==> src/rtl/tff_toggle_conditioner_if.sv <==
// ----------------------------------------------------------------------------
// tff_toggle_conditioner_if
//   Bundles the button input and the conditioned outputs of the toggle
//   conditioner so that the producer (pin/bench) and the conditioner share
//   one connection.
//   Signals:
//     btn_raw       raw asynchronous button/pin level, active-high
//     toggle_pulse  one-cycle pulse per accepted press/repeat (T input)
//     btn_level     debounced button level
//     busy          conditioner FSM not idle
//     press_count   wrapping count of toggle_pulse events
//   Modports:
//     master  drives btn_raw, observes the outputs
//     slave   the conditioner side
// ----------------------------------------------------------------------------
interface tff_toggle_conditioner_if;
  logic       btn_raw;
  logic       toggle_pulse;
  logic       btn_level;
  logic       busy;
  logic [7:0] press_count;

  modport master (
    output btn_raw,
    input  toggle_pulse,
    input  btn_level,
    input  busy,
    input  press_count
  );

  modport slave (
    input  btn_raw,
    output toggle_pulse,
    output btn_level,
    output busy,
    output press_count
  );
endinterface

==> src/rtl/tff_toggle_conditioner.sv <==
// ----------------------------------------------------------------------------
// tff_toggle_conditioner
//   Synchronises and debounces a bouncy button, emitting a single registered
//   toggle_pulse per accepted press (plus optional auto-repeat while held).
//   Ports:
//     clk      clock
//     rst_n    asynchronous active-low reset
//     bus      tff_toggle_conditioner_if.slave
//                btn_raw (in), toggle_pulse, btn_level, busy, press_count (out)
//   Parameters:
//     SYNC_STAGES      synchroniser depth (>=2)
//     DEBOUNCE_CYCLES  stable cycles needed to accept a level change (>=2)
//     REPEAT_EN        1 enables auto-repeat while held
//     REPEAT_DELAY     cycles from press pulse to first repeat (>=1)
//     REPEAT_PERIOD    cycles between repeats (>=1)
// ----------------------------------------------------------------------------
module tff_toggle_conditioner #(
  parameter int unsigned SYNC_STAGES     = 32'd2,
  parameter int unsigned DEBOUNCE_CYCLES = 32'd16,
  parameter int unsigned REPEAT_EN       = 32'd0,
  parameter int unsigned REPEAT_DELAY    = 32'd64,
  parameter int unsigned REPEAT_PERIOD   = 32'd16
) (
  input  logic                    clk,
  input  logic                    rst_n,
  tff_toggle_conditioner_if.slave bus
);

  localparam int unsigned DCNT_W = $clog2(DEBOUNCE_CYCLES);
  localparam int unsigned RMAX   = (REPEAT_DELAY > REPEAT_PERIOD) ? REPEAT_DELAY : REPEAT_PERIOD;
  localparam int unsigned RCNT_W = $clog2(RMAX + 32'd1);

  localparam logic [DCNT_W-1:0] DCNT_TERM  = DCNT_W'(DEBOUNCE_CYCLES - 32'd1);
  localparam logic [DCNT_W-1:0] DCNT_ONE   = DCNT_W'(32'd1);
  localparam logic [DCNT_W-1:0] DCNT_ZERO  = DCNT_W'(32'd0);
  localparam logic [RCNT_W-1:0] RDLY_TERM  = RCNT_W'(REPEAT_DELAY - 32'd1);
  localparam logic [RCNT_W-1:0] RPER_TERM  = RCNT_W'(REPEAT_PERIOD - 32'd1);
  localparam logic [RCNT_W-1:0] RCNT_ONE   = RCNT_W'(32'd1);
  localparam logic [RCNT_W-1:0] RCNT_ZERO  = RCNT_W'(32'd0);

  typedef enum logic [1:0] {
    ST_IDLE         = 2'd0,
    ST_PRESS_WAIT   = 2'd1,
    ST_HELD         = 2'd2,
    ST_RELEASE_WAIT = 2'd3
  } state_t;

  logic [SYNC_STAGES-1:0] r_sync;
  state_t                 r_state;
  logic [DCNT_W-1:0]      r_dcnt;
  logic [RCNT_W-1:0]      r_rcnt;
  logic                   r_rphase;       // 0: waiting REPEAT_DELAY, 1: REPEAT_PERIOD
  logic                   r_toggle_pulse;
  logic                   r_btn_level;
  logic                   r_busy;
  logic [7:0]             r_press_count;

  logic                   w_s;
  state_t                 w_state_nxt;
  logic [DCNT_W-1:0]      w_dcnt_nxt;
  logic [RCNT_W-1:0]      w_rcnt_nxt;
  logic                   w_rphase_nxt;
  logic                   w_pulse_nxt;
  logic                   w_level_nxt;
  logic                   w_busy_nxt;
  logic                   w_rep_hit;

  assign w_s = r_sync[SYNC_STAGES-1];

  // Repeat timer terminal count for whichever phase (delay or period) is active.
  assign w_rep_hit = r_rphase ? (r_rcnt == RPER_TERM) : (r_rcnt == RDLY_TERM);

  // Synchroniser chain bringing btn_raw into the clk domain.
  always_ff @(posedge clk or negedge rst_n) begin
    if (!rst_n) begin
      r_sync <= '0;
    end else begin
      r_sync <= {r_sync[SYNC_STAGES-2:0], bus.btn_raw};
    end
  end

  // Next-state, counter and output decode for the debounce/repeat FSM.
  always_comb begin
    w_state_nxt  = r_state;
    w_dcnt_nxt   = r_dcnt;
    w_rcnt_nxt   = r_rcnt;
    w_rphase_nxt = r_rphase;
    w_pulse_nxt  = 1'b0;
    case (r_state)
      ST_IDLE: begin
        w_dcnt_nxt   = DCNT_ZERO;
        w_rcnt_nxt   = RCNT_ZERO;
        w_rphase_nxt = 1'b0;
        if (w_s) begin
          w_state_nxt = ST_PRESS_WAIT;
        end else begin
          w_state_nxt = ST_IDLE;
        end
      end
      ST_PRESS_WAIT: begin
        if (!w_s) begin
          w_state_nxt = ST_IDLE;
          w_dcnt_nxt  = DCNT_ZERO;
        end else if (r_dcnt == DCNT_TERM) begin
          // Accepted press: pulse and restart the repeat timer in its delay phase.
          w_state_nxt  = ST_HELD;
          w_dcnt_nxt   = DCNT_ZERO;
          w_rcnt_nxt   = RCNT_ZERO;
          w_rphase_nxt = 1'b0;
          w_pulse_nxt  = 1'b1;
        end else begin
          w_dcnt_nxt = r_dcnt + DCNT_ONE;
        end
      end
      ST_HELD: begin
        if (!w_s) begin
          w_state_nxt  = ST_RELEASE_WAIT;
          w_dcnt_nxt   = DCNT_ZERO;
          w_rcnt_nxt   = RCNT_ZERO;
          w_rphase_nxt = 1'b0;
        end else if (REPEAT_EN != 32'd0) begin
          if (w_rep_hit) begin
            w_pulse_nxt  = 1'b1;
            w_rcnt_nxt   = RCNT_ZERO;
            w_rphase_nxt = 1'b1;
          end else begin
            w_rcnt_nxt = r_rcnt + RCNT_ONE;
          end
        end else begin
          w_rcnt_nxt   = RCNT_ZERO;
          w_rphase_nxt = 1'b0;
        end
      end
      ST_RELEASE_WAIT: begin
        if (w_s) begin
          // Release bounce: back to HELD, repeat delay starts over, no pulse.
          w_state_nxt  = ST_HELD;
          w_dcnt_nxt   = DCNT_ZERO;
          w_rcnt_nxt   = RCNT_ZERO;
          w_rphase_nxt = 1'b0;
        end else if (r_dcnt == DCNT_TERM) begin
          w_state_nxt = ST_IDLE;
          w_dcnt_nxt  = DCNT_ZERO;
        end else begin
          w_dcnt_nxt = r_dcnt + DCNT_ONE;
        end
      end
      default: begin
        w_state_nxt  = ST_IDLE;
        w_dcnt_nxt   = DCNT_ZERO;
        w_rcnt_nxt   = RCNT_ZERO;
        w_rphase_nxt = 1'b0;
      end
    endcase
    // Level and busy are registered from the next state so they track it exactly.
    w_level_nxt = (w_state_nxt == ST_HELD) || (w_state_nxt == ST_RELEASE_WAIT);
    w_busy_nxt  = (w_state_nxt != ST_IDLE);
  end

  // FSM state, counters and registered outputs.
  always_ff @(posedge clk or negedge rst_n) begin
    if (!rst_n) begin
      r_state        <= ST_IDLE;
      r_dcnt         <= DCNT_ZERO;
      r_rcnt         <= RCNT_ZERO;
      r_rphase       <= 1'b0;
      r_toggle_pulse <= 1'b0;
      r_btn_level    <= 1'b0;
      r_busy         <= 1'b0;
      r_press_count  <= 8'd0;
    end else begin
      r_state        <= w_state_nxt;
      r_dcnt         <= w_dcnt_nxt;
      r_rcnt         <= w_rcnt_nxt;
      r_rphase       <= w_rphase_nxt;
      r_toggle_pulse <= w_pulse_nxt;
      r_btn_level    <= w_level_nxt;
      r_busy         <= w_busy_nxt;
      if (w_pulse_nxt) begin
        r_press_count <= r_press_count + 8'd1;
      end else begin
        r_press_count <= r_press_count;
      end
    end
  end

  assign bus.toggle_pulse = r_toggle_pulse;
  assign bus.btn_level    = r_btn_level;
  assign bus.busy         = r_busy;
  assign bus.press_count  = r_press_count;

endmodule

==> src/flat_wrapper.sv <==
// flat-port wrapper written by rule: the top's interface ports become plain ports
module tff_toggle_conditioner_flat 
#(
  parameter int unsigned SYNC_STAGES     = 32'd2,
  parameter int unsigned DEBOUNCE_CYCLES = 32'd16,
  parameter int unsigned REPEAT_EN       = 32'd0,
  parameter int unsigned REPEAT_DELAY    = 32'd64,
  parameter int unsigned REPEAT_PERIOD   = 32'd16
)
  (clk, rst_n, bus_btn_raw, bus_toggle_pulse, bus_btn_level, bus_busy, bus_press_count);
  tff_toggle_conditioner_if bus_i ();
  input  logic clk;
  input  logic rst_n;
  input wire logic [$bits(bus_i.btn_raw)-1:0] bus_btn_raw;
  output wire logic [$bits(bus_i.toggle_pulse)-1:0] bus_toggle_pulse;
  output wire logic [$bits(bus_i.btn_level)-1:0] bus_btn_level;
  output wire logic [$bits(bus_i.busy)-1:0] bus_busy;
  output wire logic [$bits(bus_i.press_count)-1:0] bus_press_count;
  assign bus_i.btn_raw = bus_btn_raw;
  assign bus_toggle_pulse = bus_i.toggle_pulse;
  assign bus_btn_level = bus_i.btn_level;
  assign bus_busy = bus_i.busy;
  assign bus_press_count = bus_i.press_count;
  tff_toggle_conditioner #(.SYNC_STAGES(SYNC_STAGES), .DEBOUNCE_CYCLES(DEBOUNCE_CYCLES), .REPEAT_EN(REPEAT_EN), .REPEAT_DELAY(REPEAT_DELAY), .REPEAT_PERIOD(REPEAT_PERIOD)) u_core (.clk(clk), .rst_n(rst_n), .bus(bus_i));
endmodule
==> config.mk <==
export PLATFORM = sky130hd
export DESIGN_NAME = tff_toggle_conditioner_flat
export DESIGN_NICKNAME = d
export VERILOG_FILES = /design/src/rtl/tff_toggle_conditioner_if.sv /design/src/rtl/tff_toggle_conditioner.sv /design/src/flat_wrapper.sv
export SDC_FILE = /design/constraint.sdc
export NUM_CORES = 1
export LEC_CHECK = 0
export ABC_CLOCK_PERIOD_IN_PS = 2330
export CAP_MARGIN = 5
export CORE_UTILIZATION = 53
export CTS_BUF_LIST = sky130_fd_sc_hd__clkbuf_4
export CTS_CLUSTER_SIZE = 14
export DETAILED_ROUTE_END_ITERATION = 7
export GPL_TIMING_DRIVEN = 0
export PLACE_DENSITY = 0.84
export SYNTH_ARGS = -nofsm -noshare
export SYNTH_HDL_FRONTEND = slang
export SYNTH_SLANG_ARGS = --single-unit
==> constraint.sdc <==
create_clock -name clk -period 2.33 [get_ports clk]
set_clock_uncertainty 0.2 [all_clocks]
set_input_delay 0.233 -clock clk [delete_from_list [all_inputs] [get_ports clk]]
set_output_delay 0.233 -clock clk [all_outputs]
set_load 0.02 [all_outputs]
### Yosys cells after proc, flatten, opt, wreduce, memory -nomap -nowiden

Cells that the tools add are included.

* bits of input ports: 3
* register bits after elaboration: 19
* output and inout port bits: 11
* word-level logic and storage cells: 34

* muxes and demuxes: 15
* equality and inequality tests: 7
* add/subtract/negate cells: 2
* reduce and logical (&&, ||, !) cells: 3

Operators with widths (number)
* two-way mux 4 bit: 4
* case mux 4 bit (4 select lines): 1
* two-way mux 2 bit: 5
* adder 8 x 1 -> 8 bit, second input constant: 1
* == test 2 bit, second input constant: 4
* case mux 2 bit (4 select lines): 1
* adder 4 x 1 -> 4 bit, second input constant: 1
* == test 4 bit, second input constant: 1
* two-way mux 1 bit: 4
* == test 2 x 1 -> 1 bit, second input constant: 1
* logical NOT 2 bit: 1
* inequality test 2 bit, second input constant: 1
* nonzero test 2 bit: 1
* logical OR 1 bit: 1

### Logic depth before layout (Yosys ltp)

* depth in word-level cells: 6
* depth in mapped cells: 4
* depth with buffers taken out: 4

### Least setup slack after synthesis

Ideal clock, no wire load.

* kind: register -> register
* start point: reg u_core.r_dcnt[0]
* end point: reg u_core.r_press_count[1] (netlist: u_core.bus.press_count[1])
* clock period less this slack: 1.664 ns
* cell stages (with the launch flop): 5
* data required time: 2.005 ns
* setup slack: 0.666 ns
* data arrival time: 1.339 ns
* path buffers: 0
* library setup time: 0.125 ns
* cell sequence: dfrtp_1 > ha_1 > nand4_4 > nor3b_4 > mux2_4

* word-level cells in the longest chain between the ends: 4

RTL lines
* start: declaration: line tff_toggle_conditioner.sv:50 `logic [DCNT_W-1:0] r_dcnt;`
* start signal: assignment: line tff_toggle_conditioner.sv:173 `r_dcnt <= w_dcnt_nxt;`
* == test 4 bit: line tff_toggle_conditioner.sv:104 `end else if (r_dcnt == DCNT_TERM) begin`
* two-way mux 1 bit: line tff_toggle_conditioner.sv:104
* two-way mux 1 bit: line tff_toggle_conditioner.sv:101 `if (!w_s) begin`
* two-way mux 1 bit: line tff_toggle_conditioner.sv:89 `case (r_state)`
* named net u_core.w_pulse_nxt: line tff_toggle_conditioner.sv:63 `logic w_pulse_nxt;`
* end signal: assignment: line tff_toggle_conditioner.sv:180 `r_press_count <= r_press_count + 8'd1;`
* end signal: assignment: line tff_toggle_conditioner.sv:182 `r_press_count <= r_press_count;`
* end: declaration: line tff_toggle_conditioner.sv:56 `logic [7:0] r_press_count;`

The timed path passes the listed nets, and every way through them passes these cells.
A chain may end at the register's enable or synchronous reset.

### Worst setup path in the final report

* start point: reg u_core.r_press_count[2] (netlist: u_core.bus.press_count[2])
* end point: out bus_press_count[2]

RTL lines
* end: declaration: line flat_wrapper.sv:18 `output wire logic [$bits(bus_i.press_count)-1:0] bus_press_count;`

No word-level cell between the ends.

==> reports/qor.txt <==
final hold vios: 0
final-stage net count: 87
GR Layer Usage met3: 0.04787
Place WS: 0.5434 ns
hold crit path type: flip-flop to flip-flop
FF-to-FF End: u_core.bus.press_count[1]$_DFFE_PN0P_
Hold Buf Count CTS: 0
clock buffer depth: 2
# H-tree levels: 1
total track usage: 0.1941
routing usage on met2: 0.2695
Starting Density: 0.5998
final setup vio count: 0
Synth cell types: 28
Via density: 5.479
Post-Synth Simple-Gate Area: 0.2198
arrival time worst endpoint: 1.38 ns
CP Max Fanout: 6
RR Startpoint: u_core.r_dcnt[0]$_DFFE_PN0P_
f_max: 550.3 MHz
Num CTS Buffers: 3
Post-CTS Setup Inserts: 0
period utilisation layout: 0.7798
xor and xnor area share after synthesis: 0.09618
combinational family with the most area after synthesis: simple AND/OR/NAND/NOR gates
vias in the first global route: 466
IO Pins: 14
gr busiest metal: met2
final worst slack: 0.5130 ns
M1 GR Usage: 0.2585
fin cells: 96
nature of the critical path endpoint: output pin
worst hold stages: 0
Crit path max-delay family: buffers and inverters
Hold Path End: u_core.r_sync[1]$_DFF_PN0_
setup TNS: 0 ns
Die Y: 41.32 um
initial drt markers: 12
Post-DRT Antenna Nets: 0
cell total after placement: 92
die width: 41.32 um
final WL: 1318 um
Worst slew margin: 0.4730
Crit path buffers/inverters: 1
area of the mapped netlist: 819.5 um2
Peak supply drop: 0.0005459 V
max_cap viols: 0
adder-cell share of the synthesized area: 0.03053
largest net degree at the start of global routing: 20
post-synth net total: 69
Final HPWL DP: 949.2 um
layout cells sized above 1: 0.1111
DRT Pass-1 Iters: 4
Overflow after GRT: 0
Slew Limit Fails: 0
WS Path Type: flip-flop to output pin
DR WL/cell: 13.73 um
Syn Area/Cell: 12.81 um2
total core area: 1366 um2
Synth top area share: 0.5802
CTS tree: yes
Power, Total: 535.0 uW
via count: 526
FF+latch count, synth: 19
Tmin final: 1.817 ns
clk root buf: clkbuf_4
Post-CTS Resized: 0
Gate Count Post-Synth: 64
RePlAce Congestion: 0.7821
slowest stage delay, CP: 0.64 ns
first-pass GRT wire length: 2007 um
FF-to-FF path depth: 4
row count: 13
Hold Startpoint: u_core.r_sync[0]$_DFF_PN0_
initial antenna violation count: 0
post-synth top area cell: dfrtp_1
Worst R2R Setup Slack: 0.53 ns
Die ar.: 1707 um2
post-synthesis mux area share: 0.01832
Static Leak: 0.0004800 uW
clk sinks: 19
placed cell areas: 968.4 um2
Clock Latency Late Sink: 0.30 ns
sequential share of the synthesized area: 0.5802
number of I/O port buffers: 13
Slew @ Worst Pin: 0.7880 ns
RSZ-0062 raised after global routing: false
slowest stage cell, crit path: clkdlybuf4s50_1
Antenna Cells: 0
outcome: completed
critical-path cell list: clkdlybuf4s50_1
Compound-Gate Fraction of Synth Area: 0.05038
Layout area overhead: 21.83%
PwrDens: 535.9 nW/um2
Setup crit start kind: flip-flop
Data required, critical path: 1.90 ns
synth warn: 0
highest-count cells in the layout ignoring fill and taps: dfrtp_1 (19), clkdlybuf4s50_1 (13), nand2_1 (9)
number of remaining DRC errors: 0
clk slew on worst S/H paths: 0.10 ns
top cells by area, synth: dfrtp_1 (58%), xor2_1 (5.3%), xnor2_1 (4.3%)
Final Instance Area: 998.5 um2
most common cell after layout, fill and taps aside: dfrtp_1
-- through the flow --
| stage | utilization | hold WS (ns) |
|---|---|---|
| final | 0.7308 | 0.1626 |
| after global routing | 0.7308 | 0.1577 |
| after CTS | 0.7308 | 0.1651 |
| after detailed placement | 0.7088 | 0.1413 |
| after global placement | 0.7088 | 0.1376 |
| after floorplan | - | -0.2626 |
-- layout make-up --
cell class | instances | area [um2]
Fill cell | 110 | 367.9
Inverter | 1 | 3.754
Sequential cell | 19 | 475.5
Tap cell | 15 | 18.77
Multi-Input combinational cell | 44 | 340.3
Clock buffer | 4 | 30.03
Timing Repair Buffer | 13 | 130.1
-- report_power, final --
part	leakage [uW]	internal [uW]	total (uW)	switching (uW)
logic	0.000206	8.42	19.0	10.6
clock network	0.0000184	78.4	176	97.2
registers	0.000255	335	340	5.83
-- per-layer routing --
layer / vias up / wire length, um
met5: - / 0
met4: 0 / 44
met3: 4 / 51
met2: 13 / 559
met1: 244 / 663
li1: 265 / -
-- how the worst max path moves through the flow --
stage                                          startpoint                                    end  cells past startpoint  slack (ns)
floorplan                    u_core.r_dcnt[0]$_DFFE_PN0P_  u_core.bus.press_count[1]$_DFFE_PN0P_                      4        0.67
global placement             u_core.r_dcnt[0]$_DFFE_PN0P_  u_core.bus.press_count[1]$_DFFE_PN0P_                      4        0.57
detailed placement           u_core.r_dcnt[0]$_DFFE_PN0P_  u_core.bus.press_count[1]$_DFFE_PN0P_                      4        0.54
CTS                 u_core.bus.press_count[2]$_DFFE_PN0P_                     bus_press_count[2]                      1        0.52
global route                 u_core.r_dcnt[0]$_DFFE_PN0P_  u_core.bus.press_count[1]$_DFFE_PN0P_                      4        0.43
finish              u_core.bus.press_count[2]$_DFFE_PN0P_                     bus_press_count[2]                      1        0.51
-- sequential cells by signal, indices dropped and copies added (netlist names) --
name                     count
u_core.bus.btn_level         1
u_core.bus.toggle_pulse      1
u_core.bus.press_count       8
u_core.bus.busy              1
u_core.r_dcnt                4
u_core.r_sync                2
u_core.r_state               2
-- cells in the mapped netlist --
library cell	count
o211ai_1	1
and3_1	1
ha_1	2
nand3_1	2
and4_1	1
nor3_1	1
nor3b_1	1
dfrtp_1	19
o2111ai_1	1
o21ai_1	2
nor2_1	1
nand4_4	1
nand4b_1	1
and3b_1	1
a32o_1	1
nand3b_1	1
mux2_4	1
inv_1	1
nor3b_4	1
xnor2_1	4
nand2b_1	1
and4_2	1
and4b_1	1
xor2_1	5
nand2_1	9
and2_2	1
nand4_1	1
a21oi_1	1
-- logic make-up after synthesis --
logic type,count (synthesis)
simple gates,26
buf+inv,1
fa+ha+maj,2
flops,19
xor+xnor,9
mux,1
compound gates,6
(Power assumes the default switching activity.)
